--- src/rtl/bus_pkg.sv ---
// Shared types for the two-core MSI snoop bus: bus operations, MSI states,
// FSM encodings and the snoop hit / next-state rules.
package bus_pkg;

  typedef enum logic [1:0] {
    BUS_RD   = 2'b00,
    BUS_UPGR = 2'b01,
    BUS_RDX  = 2'b10,
    BUS_NON  = 2'b11
  } bus_op_t;

  typedef enum logic [1:0] {
    MSI_I = 2'b00,
    MSI_S = 2'b01,
    MSI_M = 2'b10
  } msi_t;

  localparam logic [1:0] L2_HIT = 2'b10;

  typedef enum logic [1:0] {
    R_IDLE = 2'b00,
    R_REQ  = 2'b01,
    R_RESP = 2'b10
  } req_state_t;

  typedef enum logic [1:0] {
    S_IDLE = 2'b00,
    S_ACT  = 2'b01,
    S_UPD  = 2'b10
  } snp_state_t;

  typedef struct packed {
    logic       valid;
    logic [1:0] state;
  } msi_upd_t;

  // A valid local copy supplies data to a peer read; an upgrade never needs it.
  function automatic logic snoop_hits(bus_op_t op, logic [1:0] st);
    return ((op == BUS_RD) || (op == BUS_RDX)) && ((st == MSI_M) || (st == MSI_S));
  endfunction

  function automatic msi_upd_t msi_next(bus_op_t op, logic [1:0] st);
    msi_upd_t u;
    u = '{valid: 1'b0, state: MSI_I};
    if (op == BUS_RDX)                        u = '{valid: 1'b1, state: MSI_I};
    else if ((op == BUS_RD) && (st == MSI_M))   u = '{valid: 1'b1, state: MSI_S};
    else if ((op == BUS_UPGR) && (st == MSI_S)) u = '{valid: 1'b1, state: MSI_I};
    return u;
  endfunction

endpackage

--- src/rtl/l1_bus_agent_if.sv ---
// Bus-side bundle between an L1 agent (master) and the snoop bus controller (slave).
interface l1_bus_agent_if #(
  parameter int ADDR_W = 32,
  parameter int DATA_W = 32
);
  logic              req_core;
  logic              stall_core;
  logic [1:0]        bus_op_out;
  logic [ADDR_W-1:0] bus_addr_out;
  logic              grant;
  logic [DATA_W-1:0] bus_data_in;
  logic              peer_hit_in;
  logic [1:0]        l2_hit_in;
  logic [1:0]        snoop_op_in;
  logic [ADDR_W-1:0] snoop_addr_in;
  logic              snoop_hit_out;
  logic [DATA_W-1:0] snoop_data_out;

  modport master (
    output req_core, stall_core, bus_op_out, bus_addr_out, snoop_hit_out, snoop_data_out,
    input  grant, bus_data_in, peer_hit_in, l2_hit_in, snoop_op_in, snoop_addr_in
  );

  modport slave (
    input  req_core, stall_core, bus_op_out, bus_addr_out, snoop_hit_out, snoop_data_out,
    output grant, bus_data_in, peer_hit_in, l2_hit_in, snoop_op_in, snoop_addr_in
  );
endinterface

--- src/rtl/bus_snoop_responder.sv ---
// Snooper side of the L1 agent: answers a forwarded peer operation and issues
// the MSI state write once that peer transaction ends. reset is active-low.
module bus_snoop_responder
  import bus_pkg::*;
#(
  parameter int ADDR_W = 32,
  parameter int DATA_W = 32
) (
  input  logic              clk,
  input  logic              reset,
  input  logic [1:0]        snoop_op_in,
  input  logic [ADDR_W-1:0] snoop_addr_in,
  input  logic [1:0]        lkp_state,
  input  logic [DATA_W-1:0] lkp_data,
  output logic              snoop_hit_out,
  output logic [DATA_W-1:0] snoop_data_out,
  output logic              upd_valid,
  output logic [ADDR_W-1:0] upd_addr,
  output logic [1:0]        upd_state
);

  snp_state_t        snp_state_q, snp_state_d;
  bus_op_t           cap_op_q, cap_op_d;
  logic [ADDR_W-1:0] cap_addr_q, cap_addr_d;
  logic [1:0]        cap_state_q, cap_state_d;
  logic [DATA_W-1:0] cap_data_q, cap_data_d;

  logic     snoop_live;
  logic     same_txn;
  logic     capture;
  bus_op_t  live_op;
  msi_upd_t upd;

  always_ff @(posedge clk or negedge reset) begin
    if (!reset) begin
      snp_state_q <= S_IDLE;
      cap_op_q    <= BUS_NON;
      cap_addr_q  <= '0;
      cap_state_q <= MSI_I;
      cap_data_q  <= '0;
    end else begin
      snp_state_q <= snp_state_d;
      cap_op_q    <= cap_op_d;
      cap_addr_q  <= cap_addr_d;
      cap_state_q <= cap_state_d;
      cap_data_q  <= cap_data_d;
    end
  end

  always_comb begin
    snp_state_d    = snp_state_q;
    cap_op_d       = cap_op_q;
    cap_addr_d     = cap_addr_q;
    cap_state_d    = cap_state_q;
    cap_data_d     = cap_data_q;
    snoop_hit_out  = 1'b0;
    snoop_data_out = '0;
    upd_valid      = 1'b0;
    upd_addr       = '0;
    upd_state      = MSI_I;
    capture        = 1'b0;

    live_op    = bus_op_t'(snoop_op_in);
    snoop_live = (live_op != BUS_NON);
    same_txn   = snoop_live && (live_op == cap_op_q) && (snoop_addr_in == cap_addr_q);
    upd        = msi_next(cap_op_q, cap_state_q);

    unique case (snp_state_q)
      S_IDLE: capture = snoop_live;
      S_ACT: begin
        // Held snapshot keeps the answer stable while the peer stalls on the bus.
        if (same_txn) begin
          snoop_hit_out  = snoop_hits(cap_op_q, cap_state_q);
          snoop_data_out = snoop_hit_out ? cap_data_q : '0;
        end else begin
          snp_state_d = S_UPD;
        end
      end
      S_UPD: begin
        upd_valid = upd.valid;
        if (upd.valid) begin
          upd_addr  = cap_addr_q;
          upd_state = upd.state;
        end
        capture = snoop_live;
        if (!snoop_live) snp_state_d = S_IDLE;
      end
      default: snp_state_d = S_IDLE;
    endcase

    if (capture) begin
      cap_op_d       = live_op;
      cap_addr_d     = snoop_addr_in;
      cap_state_d    = lkp_state;
      cap_data_d     = lkp_data;
      snp_state_d    = S_ACT;
      snoop_hit_out  = snoop_hits(live_op, lkp_state);
      snoop_data_out = snoop_hit_out ? lkp_data : '0;
    end

    // The capture-cycle answer is combinational, so it must be masked in reset too.
    if (!reset) begin
      snoop_hit_out  = 1'b0;
      snoop_data_out = '0;
    end
  end

endmodule

--- src/rtl/l1_bus_agent.sv ---
// Per-core L1 agent on the two-core MSI snoop bus: requester FSM plus the snoop
// responder. reset is asynchronous and active-low.
module l1_bus_agent
  import bus_pkg::*;
#(
  parameter int ADDR_W    = 32,
  parameter int DATA_W    = 32,
  parameter int RETRY_MAX = 15
) (
  input  logic              clk,
  input  logic              reset,
  input  logic              cpu_req_valid,
  input  logic [1:0]        cpu_req_op,
  input  logic [ADDR_W-1:0] cpu_req_addr,
  output logic              cpu_req_ready,
  output logic              cpu_resp_valid,
  output logic [DATA_W-1:0] cpu_resp_data,
  output logic [1:0]        cpu_resp_state,
  output logic              cpu_resp_err,
  l1_bus_agent_if.master    bus,
  output logic [ADDR_W-1:0] lkp_addr,
  input  logic [1:0]        lkp_state,
  input  logic [DATA_W-1:0] lkp_data,
  output logic              upd_valid,
  output logic [ADDR_W-1:0] upd_addr,
  output logic [1:0]        upd_state
);

  localparam int RETRY_W = $clog2(RETRY_MAX + 1);

  req_state_t         req_state_q, req_state_d;
  bus_op_t            op_q, op_d;
  logic [ADDR_W-1:0]  addr_q, addr_d;
  logic [RETRY_W-1:0] retry_q, retry_d;
  logic [DATA_W-1:0]  resp_data_q, resp_data_d;
  logic [1:0]         resp_state_q, resp_state_d;
  logic               resp_err_q, resp_err_d;

  logic data_src;
  logic upgr_killed;

  assign lkp_addr = bus.snoop_addr_in;

  bus_snoop_responder #(
    .ADDR_W (ADDR_W),
    .DATA_W (DATA_W)
  ) u_snoop (
    .clk            (clk),
    .reset          (reset),
    .snoop_op_in    (bus.snoop_op_in),
    .snoop_addr_in  (bus.snoop_addr_in),
    .lkp_state      (lkp_state),
    .lkp_data       (lkp_data),
    .snoop_hit_out  (bus.snoop_hit_out),
    .snoop_data_out (bus.snoop_data_out),
    .upd_valid      (upd_valid),
    .upd_addr       (upd_addr),
    .upd_state      (upd_state)
  );

  // NOTE: non-blocking assignments so every flop samples pre-edge values regardless of block order.
  always_ff @(posedge clk or negedge reset) begin
    if (!reset) begin
      req_state_q  <= R_IDLE;
      op_q         <= BUS_NON;
      addr_q       <= '0;
      retry_q      <= '0;
      resp_data_q  <= '0;
      resp_state_q <= MSI_I;
      resp_err_q   <= 1'b0;
    end else begin
      req_state_q  <= req_state_d;
      op_q         <= op_d;
      addr_q       <= addr_d;
      retry_q      <= retry_d;
      resp_data_q  <= resp_data_d;
      resp_state_q <= resp_state_d;
      resp_err_q   <= resp_err_d;
    end
  end

  // A peer upgrade/RdX ending on our line leaves no S copy to upgrade.
  assign upgr_killed = upd_valid && (upd_state == MSI_I) && (upd_addr == addr_q) &&
                       (op_q == BUS_UPGR);
  assign data_src    = bus.peer_hit_in || (bus.l2_hit_in == L2_HIT);

  // NOTE: every output and next-state value gets a default first, so no path infers a latch.
  always_comb begin
    req_state_d    = req_state_q;
    op_d           = op_q;
    addr_d         = addr_q;
    retry_d        = retry_q;
    resp_data_d    = resp_data_q;
    resp_state_d   = resp_state_q;
    resp_err_d     = resp_err_q;
    cpu_req_ready  = 1'b0;
    cpu_resp_valid = 1'b0;
    cpu_resp_data  = '0;
    cpu_resp_state = MSI_I;
    cpu_resp_err   = 1'b0;
    bus.req_core     = 1'b0;
    bus.stall_core   = 1'b0;
    bus.bus_op_out   = BUS_NON;
    bus.bus_addr_out = '0;

    unique case (req_state_q)
      R_IDLE: begin
        cpu_req_ready = 1'b1;
        if (cpu_req_valid && (cpu_req_op != BUS_NON)) begin
          op_d        = bus_op_t'(cpu_req_op);
          addr_d      = cpu_req_addr;
          retry_d     = '0;
          req_state_d = R_REQ;
        end
      end
      R_REQ: begin
        bus.req_core     = 1'b1;
        bus.stall_core   = 1'b1;
        bus.bus_op_out   = op_q;
        bus.bus_addr_out = addr_q;
        if (bus.grant && (op_q == BUS_UPGR)) begin
          resp_data_d  = '0;
          resp_state_d = MSI_M;
          resp_err_d   = 1'b0;
          req_state_d  = R_RESP;
        end else if (bus.grant && data_src) begin
          resp_data_d  = bus.bus_data_in;
          resp_state_d = (op_q == BUS_RD) ? MSI_S : MSI_M;
          resp_err_d   = 1'b0;
          req_state_d  = R_RESP;
        end else begin
          if (bus.grant) begin
            retry_d = retry_q + 1'b1;
            if (retry_q == RETRY_W'(RETRY_MAX - 1)) begin
              resp_data_d  = '0;
              resp_state_d = MSI_I;
              resp_err_d   = 1'b1;
              req_state_d  = R_RESP;
            end
          end
          if ((req_state_d == R_REQ) && upgr_killed) op_d = BUS_RDX;
        end
      end
      R_RESP: begin
        cpu_resp_valid = 1'b1;
        cpu_resp_data  = resp_data_q;
        cpu_resp_state = resp_state_q;
        cpu_resp_err   = resp_err_q;
        req_state_d    = R_IDLE;
      end
      default: req_state_d = R_IDLE;
    endcase
  end

endmodule

--- src/flat_wrapper.sv ---
// flat-port wrapper written by rule: the top's interface ports become plain ports
module l1_bus_agent_flat import bus_pkg::*;
#(
  parameter int ADDR_W    = 32,
  parameter int DATA_W    = 32,
  parameter int RETRY_MAX = 15
)
  (clk, reset, cpu_req_valid, cpu_req_op, cpu_req_addr, cpu_req_ready, cpu_resp_valid, cpu_resp_data, cpu_resp_state, cpu_resp_err, lkp_addr, lkp_state, lkp_data, upd_valid, upd_addr, upd_state, bus_req_core, bus_stall_core, bus_bus_op_out, bus_bus_addr_out, bus_snoop_hit_out, bus_snoop_data_out, bus_grant, bus_bus_data_in, bus_peer_hit_in, bus_l2_hit_in, bus_snoop_op_in, bus_snoop_addr_in);
  l1_bus_agent_if #(.ADDR_W(ADDR_W), .DATA_W(DATA_W)) bus_i ();
  input  logic clk;
  input  logic reset;
  input  logic cpu_req_valid;
  input  logic [1:0] cpu_req_op;
  input  logic [ADDR_W-1:0] cpu_req_addr;
  output logic cpu_req_ready;
  output logic cpu_resp_valid;
  output logic [DATA_W-1:0] cpu_resp_data;
  output logic [1:0] cpu_resp_state;
  output logic cpu_resp_err;
  output logic [ADDR_W-1:0] lkp_addr;
  input  logic [1:0] lkp_state;
  input  logic [DATA_W-1:0] lkp_data;
  output logic upd_valid;
  output logic [ADDR_W-1:0] upd_addr;
  output logic [1:0] upd_state;
  output wire logic [$bits(bus_i.req_core)-1:0] bus_req_core;
  output wire logic [$bits(bus_i.stall_core)-1:0] bus_stall_core;
  output wire logic [$bits(bus_i.bus_op_out)-1:0] bus_bus_op_out;
  output wire logic [$bits(bus_i.bus_addr_out)-1:0] bus_bus_addr_out;
  output wire logic [$bits(bus_i.snoop_hit_out)-1:0] bus_snoop_hit_out;
  output wire logic [$bits(bus_i.snoop_data_out)-1:0] bus_snoop_data_out;
  input wire logic [$bits(bus_i.grant)-1:0] bus_grant;
  input wire logic [$bits(bus_i.bus_data_in)-1:0] bus_bus_data_in;
  input wire logic [$bits(bus_i.peer_hit_in)-1:0] bus_peer_hit_in;
  input wire logic [$bits(bus_i.l2_hit_in)-1:0] bus_l2_hit_in;
  input wire logic [$bits(bus_i.snoop_op_in)-1:0] bus_snoop_op_in;
  input wire logic [$bits(bus_i.snoop_addr_in)-1:0] bus_snoop_addr_in;
  assign bus_req_core = bus_i.req_core;
  assign bus_stall_core = bus_i.stall_core;
  assign bus_bus_op_out = bus_i.bus_op_out;
  assign bus_bus_addr_out = bus_i.bus_addr_out;
  assign bus_snoop_hit_out = bus_i.snoop_hit_out;
  assign bus_snoop_data_out = bus_i.snoop_data_out;
  assign bus_i.grant = bus_grant;
  assign bus_i.bus_data_in = bus_bus_data_in;
  assign bus_i.peer_hit_in = bus_peer_hit_in;
  assign bus_i.l2_hit_in = bus_l2_hit_in;
  assign bus_i.snoop_op_in = bus_snoop_op_in;
  assign bus_i.snoop_addr_in = bus_snoop_addr_in;
  l1_bus_agent #(.ADDR_W(ADDR_W), .DATA_W(DATA_W), .RETRY_MAX(RETRY_MAX)) u_core (.clk(clk), .reset(reset), .cpu_req_valid(cpu_req_valid), .cpu_req_op(cpu_req_op), .cpu_req_addr(cpu_req_addr), .cpu_req_ready(cpu_req_ready), .cpu_resp_valid(cpu_resp_valid), .cpu_resp_data(cpu_resp_data), .cpu_resp_state(cpu_resp_state), .cpu_resp_err(cpu_resp_err), .bus(bus_i), .lkp_addr(lkp_addr), .lkp_state(lkp_state), .lkp_data(lkp_data), .upd_valid(upd_valid), .upd_addr(upd_addr), .upd_state(upd_state));
endmodule
--- config.mk ---
export PLATFORM = sky130hd
export DESIGN_NAME = l1_bus_agent_flat
export DESIGN_NICKNAME = d
export VERILOG_FILES = /design/src/rtl/bus_pkg.sv /design/src/rtl/l1_bus_agent_if.sv /design/src/rtl/bus_snoop_responder.sv /design/src/rtl/l1_bus_agent.sv /design/src/flat_wrapper.sv
export SDC_FILE = /design/constraint.sdc
export NUM_CORES = 1
export LEC_CHECK = 0
export CORE_MARGIN = 10
export CORE_UTILIZATION = 29
export DETAILED_ROUTE_END_ITERATION = 6
export SETUP_SLACK_MARGIN = 0.3
export SKIP_LAST_GASP = 1
export SYNTH_ARGS = -nofsm -noshare
export SYNTH_HDL_FRONTEND = slang
export SYNTH_SLANG_ARGS = --single-unit
--- constraint.sdc ---
create_clock -name clk -period 3.82 [get_ports clk]
set_clock_uncertainty 0.15 [all_clocks]
set_input_delay 0.764 -clock clk [delete_from_list [all_inputs] [get_ports clk]]
set_output_delay 0.764 -clock clk [all_outputs]
set_load 0.01 [all_outputs]
### After elaboration in Yosys (flattened, before gate mapping)

Index checks and enable logic that the tools add are counted.
Widths: inputs -> output; s select.

| cells by class | value |
|---|---|
| reduce and logical (&&, ||, !) cells | 33 |
| muxes and demuxes | 63 |
| $add $sub $neg | 1 |
| equal/unequal tests | 28 |

Operators with widths:

| cell | number |
|---|---|
| $mux 32 | 14 |
| $eq 32x32->1 | 2 |
| $mux 2 | 24 |
| $mux 4 | 4 |
| $eq 2x1->1 const B | 7 |
| $eq 2x2->1 const B | 7 |
| $mux 1 | 14 |
| $logic_and 1x1->1 | 13 |
| $logic_not 2->1 | 6 |
| $ne 2x2->1 const B | 6 |
| $reduce_and 5->1 | 2 |
| $mux 3 | 3 |
| $pmux 2 s2 | 2 |
| $pmux 4 s2 | 1 |
| $ne 3x3->1 const B | 2 |
| $pmux 2 s3 | 1 |
| $reduce_and 3->1 | 2 |
| $reduce_bool 3->1 | 2 |
| $logic_or 1x1->1 | 5 |
| $add 4x1->4 const B | 1 |
| $eq 4x4->1 const B | 1 |
| $ne 2x1->1 const B | 2 |
| $eq 2x2->1 | 1 |
| $reduce_and 2->1 | 1 |
| 2 further kinds | 2 |

| word-level totals | value |
|---|---|
| word-level logic and storage cells | 137 |
| register bits after elaboration | 145 |
| input bits | 141 |

### Depth between registers and ports, before layout

Gate-level depths: netlist (run 1).

| depth | value |
|---|---|
| depth after elaboration | 16 |
| mapped depth | 12 |
| depth with buffers taken out | 10 |

### Modules after synthesis

A second synthesis (run 1) with hierarchy kept.

| second synthesis, totals | value |
|---|---|
| cell total of the unflattened synthesis | 781 |
| area, all modules | 7,731.2 um2 |

Modules (own cells, without submodules):

| module | area an instance (um2) | cells each | instances | seq. area each (um2) |
|---|---|---|---|---|
| l1_bus_agent | 4,112.7 | 489 | 1 | 1,879.3 |
| bus_snoop_responder | 3,618.5 | 292 | 1 | 1,754.2 |

### Worst setup path after synthesis (run 1)

OpenSTA, ideal clock, no wires.

| path | value |
|---|---|
| kind | input to output |
| start point | in bus_snoop_addr_in[22] |
| end point | out bus_snoop_data_out[10] |
| arrival | 2.368 ns |
| setup slack | 0.538 ns |
| stages on the path | 9 |
| buffers on the path | 2 |
| cell sequence | xor2_1 > a2111oi_2 > nand4_1 > nor3_2 > nor4b_4 > and3_1 > buf_6 > buf_8 > a22o_1 |

| on the way | value |
|---|---|
| cells in the longest elaborated chain, start to end | 6 |

Ends and longest elaborated chain:

| what | RTL line | text |
|---|---|---|
| from (decl) | flat_wrapper.sv:37 | `input wire logic [$bits(bus_i.snoop_addr_in)-1:0] bus_snoop_addr_in;` |
| $eq 32x32->1 | bus_snoop_responder.sv:65 | `same_txn = snoop_live && (live_op == cap_op_q) && (snoop_addr_in == cap_addr_q);` |
| $logic_and 1x1->1 | bus_snoop_responder.sv:65 |  |
| $mux 32 | bus_snoop_responder.sv:72 | `if (same_txn) begin` |
| $mux 32 | bus_snoop_responder.sv:68 | `unique case (snp_state_q)` |
| $mux 32 | bus_snoop_responder.sv:91 | `if (capture) begin` |
| $mux 32 | bus_snoop_responder.sv:102 | `if (!reset) begin` |
| to (decl) | flat_wrapper.sv:31 | `output wire logic [$bits(bus_i.snoop_data_out)-1:0] bus_snoop_data_out;` |

Every way passes these cells.

### Worst setup path after layout (run 1)

| path | value |
|---|---|
| start point | in bus_snoop_addr_in[12] |
| end point | reg u_core.u_snoop.snp_state_q[0] |

| on the way | value |
|---|---|
| cells in the longest elaborated chain, start to end | 4 |

Ends and longest elaborated chain:

| what | RTL line | text |
|---|---|---|
| $eq 32x32->1 | bus_snoop_responder.sv:65 |  |
| $logic_and 1x1->1 | bus_snoop_responder.sv:65 |  |
| $ne 3x3->1 (no line) | -- |  |
| $reduce_and 3->1 (no line) | -- |  |
| to (signal assigned) | bus_snoop_responder.sv:42 | `snp_state_q <= snp_state_d;` |
| to (decl) | bus_snoop_responder.sv:22 | `snp_state_t snp_state_q, snp_state_d;` |

Every way passes these cells.
A chain may end at the register's enable or synchronous reset.

==> results of run 1 <==
-- final cells by class --
| class | count | area (µm²) | area share [%] |
|---|---|---|---|
| Clock buffer | 19 | 432.9 | 3.503 |
| Multi-Input combinational cell | 710 | 3899 | 31.55 |
| Timing Repair Buffer | 395 | 3712 | 30.04 |
| Sequential cell | 145 | 3633 | 29.40 |
| Inverter | 24 | 92.59 | 0.7493 |
| Tap cell | 341 | 426.7 | 3.453 |
| Antenna cell | 1 | 2.502 | 0.02025 |
| Clock inverter | 12 | 157.7 | 1.276 |
-- power by group through the flow --
stage,combinational [mW],clock [mW],sequential [mW]
after floorplan,1.24,0,2.34
after global placement,2.24,0,2.50
after detailed placement,2.27,0,2.51
after CTS,2.28,1.77,2.49
after global routing,2.52,1.84,2.57
final,2.25,1.73,2.49
-- stage by stage --
stage	worst slack [ns]	cell area (µm²)	power (mW)	hold WS, ns	util, %
3_3_place_gp	-0.8014	11500	4.739	0.3036	42.55
6_report	-0.06829	12360	6.481	0.3185	45.72
5_1_grt	-0.1889	12350	6.924	0.3367	45.71
4_1_cts	-0.07967	12240	6.539	0.3231	45.30
2_1_floorplan	0.5382	7975	3.572	0.2849	-
3_5_place_dp	-0.8124	11500	4.781	0.3074	42.55
-- critical path, cell delays in order --
cell and delay [ns]:
buf_8 0.11, xor2_2 0.17, nor4_2 0.33, buf_4 0.18
nand4_1 0.14, buf_4 0.18, buf_4 0.12, buf_4 0.12
buf_4 0.12, buf_6 0.10, buf_6 0.10, buf_6 0.11
buf_6 0.11, buf_4 0.12, buf_6 0.11, buf_4 0.12
buf_4 0.12, buf_4 0.12, buf_4 0.12, buf_6 0.11
buf_6 0.10, buf_6 0.10, buf_6 0.10, o41ai_4 0.27
-- cells by family after synthesis --
| logic type | synth area share (%) |
|---|---|
| AO/OA/AOI/OAI | 11.45 |
| XOR/XNOR | 5.162 |
| adder cells (fa/ha/maj) | 0.6276 |
| buffers and inverters | 7.703 |
| flip-flops | 45.56 |
| other | 0.04702 |
| AND/OR/NAND/NOR | 29.45 |
-- timing repair --
| action | CTS | global route |
|---|---|---|
| setup endpoints to repair | 34 | 34 |
| resized for setup | 202 | 39 |
| cloned | 3 | 0 |
| pin swaps | 18 | 20 |
| setup buffers | 21 | 2 |
-- registers in the layout, summed over array words and instances (netlist names) --
name and count:
u_core.op_q 2, u_core.resp_err_q 1, u_core.resp_state_q 2, u_core.u_snoop.cap_data_q 32, u_core.retry_q 4, u_core.u_snoop.snp_state_q 2
u_core.u_snoop.cap_op_q 2, u_core.addr_q 32, u_core.req_state_q 2, u_core.u_snoop.cap_state_q 2, u_core.resp_data_q 32, u_core.u_snoop.cap_addr_q 32
-- per-layer routing --
metal  up-vias  part of all wire (%)  routed length (µm)  GRT usage (%)
met5         -                 0.040                  13              0
met4         2                   2.0                 648          5.837
met3        34                   7.3                2350          6.181
met2       212                    50               16140          30.77
met1      3616                    41               13180          21.07
li1       3751                     -                   -              -
-- layout by cell type, fill, tap and decap left out, types with 7 or more instances in the layout --
cell             synthesis  routed
a22o_1                  33      33
a31oi_1                  7       7
and2_1                  84      84
buf_2                    1      35
buf_4                   36      64
buf_6                    1      14
clkbuf_16                0      17
clkdlybuf4s15_1          0       7
clkdlybuf4s50_1          0     247
dfrtp_1                141     141
dlygate4sd2_1            0      13
inv_1                   23      23
nand2_1                350     349
nand2b_1                 9       9
nor2_1                  39      38
o21ai_0                 61      61
xnor2_1                 13      13
xor2_1                  34      24
xor2_2                   0      10
-- worst paths after layout --
kind                                                from                            end  slack, ns  depth (start not counted)
hold / removal                    u_core.resp_data_q[20]         u_core.resp_data_q[20]       0.32                          2
hold reg to reg                   u_core.resp_data_q[20]         u_core.resp_data_q[20]       0.32                          2
max in group asynchronous                          reset  u_core.u_snoop.cap_data_q[24]       2.52                          2
setup / recovery                   bus_snoop_addr_in[12]  u_core.u_snoop.snp_state_q[0]      -0.07                         24
setup reg to reg           u_core.u_snoop.cap_addr_q[12]  u_core.u_snoop.snp_state_q[0]          0                         23
min in group asynchronous                          reset  u_core.u_snoop.cap_addr_q[30]       0.36                          2
==> results.txt, run 1 <==
Avg Inst Size Synth: 8.247 µm²
Main flop type after synthesis: dfrtp_1
Slew Limit Fails: 0
Post-synth EDFFs: 0
CTS hold repair buffers: 0
Fin nets: 1438
Initial Util: 29.51%
Initial antenna violation count: 2
Switching share of power: 36.28%
I/O pin cnt: 314
CTS tree: yes
Gate power share: 34.8%
Final TNS setup: -1.277 ns
Post-Synthesis Net Count: 1112
Synth Warn #: 0
Max-cap viol count: 0
Hold Path Class: flop to flop
Critical path launch point type: primary input
GR Util All Layers: 18.16%
Synth Register Bits: 145
RSZ-0062 raised after global routing: true
Via density: 4.624
Worst-Margin Slew: 0.8420 ns
Reg clk slew, reported paths: 0.07 ns
P_int: 4.129 mW
Dpl hpwl: 23890 µm
Filler cells: 2659
H-Tree Depth: 4
Vias in the first global route: 7745
Status: complete, but fails checks
DRT Pass-1 Iters: 5
Synthesized area: 0.007975 mm²
Gate Count Post-Synth: 967
Area leader, netlist: dfrtp_1
Synth top area share: 44.24%
Clk_lat worst skew: 0.43 ns
Failing checks: negative setup slack
Final worst path period share: 101.8%
CTS Buf Count: 17
Drt drc: 0
Synth top area cells: dfrtp_1 (44%), nand2_1 (16%), and2_1 (6.6%)
# rows: 60
Routability cong.: 0.8478
Synth top cells by count: nand2_1 (350), dfrtp_1 (141), and2_1 (84), o21ai_0 (61), clkbuf_1 (44)
Area delta synth->final: 54.94%
Iteration-0 DRC Markers: 388
PnR worst setup slack: -0.06829 ns
Unique cell type count in the Yosys netlist: 54
WP data arrival: 4.07 ns
I/O Buffers: 312
Setup violations, final: 33
Final ANT Viol Nets: 0
Final min period: 3.888 ns
Share of cells above drive strength 1: 14.64%
Cell area power density: 524.4 mW/mm²
Count leader, synth: nand2_1
Placed cells: 1589
Peak supply drop: 0.2545 mV
Sequential share of power: 38.5%
Clk pwr share: 26.7%
Die width: 185.8 µm
First-pass GRT wire length: 47500 µm
Total number of vias: 7615
Die Ht: 185.8 µm
Clock root buffer: clkbuf_16
Async set or reset register ratio after synthesis: 100.0%
Peak Freq: 0.2572 GHz
Maximum buffer depth of the clock tree: 2
Pleak: 5.709 nW
Sink Count: 145
Sequential area share after synthesis: 45.56%
Remaining Overflow, GRT: 0
Final hold vios: 0
Critical Path End Type: flop
Detailed-route wire length: 32330 µm
Core area: 0.02703 mm²
Rel. slew slack: 43.87%
WP data required: 4.00 ns
Largest net degree at the start of global routing: 146
WL/cell: 19.63 µm
Crit-path max FO: 3
Non-Filler Instances: 1647
Worst Setup Path Type: primary input to flop
Die area: 0.03453 mm²
NetSw: 2.351 mW
Power figures use the tool's default switching activity.
==> run 2, diff against run 1 <==
--- a/config.mk
+++ b/config.mk
@@ -5,6 +5,7 @@
 export SDC_FILE = /design/constraint.sdc
 export NUM_CORES = 1
 export LEC_CHECK = 0
+export CAP_MARGIN = 20
 export CORE_MARGIN = 10
 export CORE_UTILIZATION = 29
 export DETAILED_ROUTE_END_ITERATION = 6
==> results of run 2 <==
The final DEF is identical to that of run 1; final timing and power are the same.
==> run 3, diff against run 2 <==
--- a/config.mk
+++ b/config.mk
@@ -5,7 +5,9 @@
 export SDC_FILE = /design/constraint.sdc
 export NUM_CORES = 1
 export LEC_CHECK = 0
+export ABC_AREA = 1
 export CAP_MARGIN = 20
+export CORE_ASPECT_RATIO = 0.75
 export CORE_MARGIN = 10
 export CORE_UTILIZATION = 29
 export DETAILED_ROUTE_END_ITERATION = 6
@@ -13,4 +15,5 @@
 export SKIP_LAST_GASP = 1
 export SYNTH_ARGS = -nofsm -noshare
 export SYNTH_HDL_FRONTEND = slang
+export SYNTH_HIERARCHICAL = 1
 export SYNTH_SLANG_ARGS = --single-unit
==> run 3 against run 2 <==
The run now ends clean. Cell count rose by 15%. Sequential share of layout area fell by 0.89 points. Combinational power rose by 12%. Critical endpoint is now upd_addr[4]. Largest cell class unchanged.
==> results.txt, run 3 <==
Status: complete, no violations
Synth top area cells: dfrtp_1 (41%), nand2_1 (14%), inv_1 (8.2%)
Hold Path Class: primary input to async pin
Final worst path period share: 90.42% (-11 points)
Unique cell type count in the Yosys netlist: 37 (-31%)
Multi-input logic area: 0.003734 mm² (-4.2%)
Worst Setup Path Type: flop to output port
Synth Area in Simple Gates: 29.55% (+0.11 points)
Initial antenna violation count: 2 (unchanged)
Largest net degree at the start of global routing: 75 (-49%)
DRT Pass-1 Iters: 5 (unchanged)
GR Util All Layers: 16.64% (-1.5 points)
Critical path launch point type: flop
First-pass GRT wire length: 48030 µm (+1.1%)
PnR worst setup slack: 0.3658 ns (+0.4341 ns)
Final TNS setup: 0 ns (+1.277 ns)
Reg clk slew, reported paths: 0.07 ns (about the same)
Area leader, netlist: dfrtp_1
Cell area power density: 504.6 mW/mm² (-3.8%)
Post-Synth XOR/XNOR Area: 2.462% (-2.7 points)
Dpl hpwl: 23750 µm (-0.61%)
Sequential share of power: 35.2% (-3.3 points)
Avg Inst Size Synth: 7.098 µm² (-14%)
Sink Count: 145 (unchanged)
Most frequent cells in the layout: nand2_1 (312), clkdlybuf4s50_1 (244), inv_1 (186)
Synth Warn #: 6 (+6)
Compound-Gate Fraction of Synth Area: 9.538% (-1.9 points)
WP data arrival: 2.54 ns (-1.53 ns)
Main flop type after synthesis: dfrtp_1
WL/cell: 16.65 µm (-15%)
Die width: 218.1 µm (+17%)
Via density: 4.448 (-3.8%)
Total number of vias: 8455 (+11%)
Rel. slew slack: 52.31% (+8.4 points)
Routability cong.: 0.8288 (-2.2%)
Detailed-route wire length: 31650 µm (-2.1%)
Largest family of logic cells by synthesized area: simple AND/OR/NAND/NOR gates
Gate power share: 39.2% (+4.4 points)
Post-Synthesis Net Count: 1348 (+21%)
Synth top area share: 41.32% (-2.9 points)
Gate Count Post-Synth: 1203 (+24%)
CTS tree: yes
Pre-CTS WS: -0.2909 ns (+0.5215 ns)
Filler cells: 2970 (+12%)
I/O Buffers: 312 (unchanged)
# rows: 54 (-10%)
RSZ-0062 raised after global routing: true
Peak Freq: 0.2895 GHz (+13%)
Switching share of power: 37.21% (+0.93 points)
Pleak: 6.039 nW (+5.8%)
Sequential area share after synthesis: 42.55% (-3.0 points)
Slew Limit Fails: 0 (unchanged)
Area delta synth->final: 49.22%
Reg area: 0.003633 mm² (unchanged)
CTS hold repair buffers: 0 (unchanged)
Worst-Margin Slew: 0.7143 ns (-0.1277 ns)
Most common cell after layout, fill and taps aside: nand2_1
Die area: 0.03678 mm² (+6.5%)
I/O pin cnt: 314 (unchanged)
Core area: 0.02905 mm² (+7.5%)
Vias in the first global route: 8116 (+4.8%)
Clock root buffer: clkbuf_16
Final ANT Viol Nets: 0 (unchanged)
Die Ht: 168.6 µm (-9.3%)
Synth top cells by count: nand2_1 (315), inv_1 (186), nor2_1 (143), dfrtp_1 (141), nand3_1 (69)
Crit-path max FO: 14 (+11)
Maximum buffer depth of the clock tree: 2 (unchanged)
Mux contribution to synthesized area: 0% (unchanged)
Peak supply drop: 0.3177 mV (+25%)
Max-cap viol count: 0 (unchanged)
Fin nets: 1640 (+14%)
Adder-Cell Fraction of Synth Area: 0.5861% (-0.041 points)
Drt drc: 0 (unchanged)
Critical Path End Type: output port
Post-synth EDFFs: 0 (unchanged)
Clk pwr share: 25.7% (-1.0 points)
Synthesized area: 0.008539 mm² (+7.1%)
CTS Buf Count: 17 (unchanged)
Final min period: 3.454 ns (-0.4341 ns)
Share of cells above drive strength 1: 12.73% (-1.9 points)
Count leader, synth: nand2_1
Layout Utilization: 43.86% (-1.9 points)
WP data required: 2.91 ns (-1.09 ns)
Remaining Overflow, GRT: 0 (unchanged)
Setup violations, final: 0 (-100%)
NetSw: 2.393 mW (+1.8%)
Final hold vios: 0 (unchanged)
H-Tree Depth: 4 (unchanged)
Iteration-0 DRC Markers: 519 (+34%)
Synth Register Bits: 145 (unchanged)
Async set or reset register ratio after synthesis: 100.0% (unchanged)
Clk_lat worst skew: 0.43 ns (about the same)
Initial Util: 29.39% (-0.12 points)
P_int: 4.037 mW (-2.2%)
==> run 3: changes by cell type after synthesis, sizes merged, moves of 10 or more <==
cell | previous run | this run
xor2 | 34 | 5
o21ai | 63 | 108
nor4 | 10 | 0
buf | 44 | 65
and2 | 85 | 0
a22o | 33 | 0
nand2 | 350 | 318
nor2 | 39 | 150
inv | 24 | 194
a21oi | 7 | 40
nand4 | 3 | 35
clkbuf | 44 | 27
nand3 | 5 | 77
==> run 3: cell families (layout without fill, tap and decap cells) <==
| family | Yosys count | count (layout) |
|---|---|---|
| other | 1 | 2 |
| buffers and inverters | 286 | 591 |
| AO/OA/AOI/OAI | 153 | 153 |
| adder cells (fa/ha/maj) | 4 | 4 |
| AND/OR/NAND/NOR | 590 | 590 |
| XOR/XNOR | 24 | 24 |
| flip-flops | 145 | 145 |
==> run 3: per-stage QoR <==
stage / cell area, µm² / hold WS (ns) / total power, mW / cells
6_report: 12740 / 0.2533 / 6.430 / 1901
2_1_floorplan: 8539 / 0.2864 / 3.736 / 1203
3_5_place_dp: 11980 / 0.3045 / 4.809 / 1852
4_1_cts: 12540 / 0.2650 / 6.500 / 1888
3_3_place_gp: 11980 / 0.2995 / 4.773 / 1852
5_1_grt: 12740 / 0.2827 / 6.917 / 1900
==> run 3: timing repair <==
item	in CTS	in global routing
gates resized for setup	130	77
pin swaps	14	19
setup endpoints to repair	35	46
cloned	1	3
setup buffers	3	7
==> run 3: layer usage <==
| layer | wire, µm | share of wire, % | up-vias | track usage, % |
|---|---|---|---|---|
| li1 | - | - | 4270 | - |
| met1 | 14810 | 47 | 3891 | 22.55 |
| met2 | 13710 | 43 | 268 | 24.41 |
| met3 | 2695 | 8.5 | 26 | 6.234 |
| met4 | 431 | 1.4 | 0 | 4.066 |
| met5 | 0 | 0 | - | 0 |
==> run 3: power groups by stage <==
stage	Clock, mW	Combinational (mW)	Sequential (mW)
after floorplan	0	1.50	2.24
after global placement	0	2.50	2.28
after detailed placement	0	2.52	2.29
after CTS	1.70	2.53	2.27
after global routing	1.78	2.82	2.32
final	1.65	2.52	2.26
==> run 3: layout make-up <==
type | instances | share of cell area (%)
diodes | 1 | 0.01964
well taps | 392 | 3.849
repair buffers | 365 | 28.07
flip-flops and latches | 145 | 28.52
clock buffers | 22 | 3.722
clock inverters | 10 | 0.8052
inverters | 194 | 5.715
multi-input cells | 772 | 29.30
==> run 3: worst paths after layout <==
| check | endpoint | depth (start not counted) | from | slack [ns] |
|---|---|---|---|---|
| min in group clk | u_core/u_snoop/cap_data_q[24] | 2 | u_core/u_snoop/cap_data_q[24] | 0.31 |
| worst min register to register | u_core/u_snoop/cap_data_q[24] | 2 | u_core/u_snoop/cap_data_q[24] | 0.31 |
| max in group asynchronous | u_core/u_snoop/cap_data_q[2] | 4 | reset | 2.16 |
| worst max-delay path | upd_addr[4] | 6 | u_core/u_snoop/cap_op_q[0] | 0.37 |
| worst min-delay path | u_core/addr_q[4] | 2 | reset | 0.25 |
| worst max register to register | u_core/op_q[1] | 18 | u_core/u_snoop/cap_op_q[0] | 0.97 |
==> run 3: worst max-delay path, stage by stage, from the launching register on <==
cell and delay, ns:
dfstp_2 0.62, nand3_1 0.10, o211ai_1 0.09, nand2_1 0.10, buf_4 0.21, nor2_1 0.36, clkdlybuf4s50_1 0.63
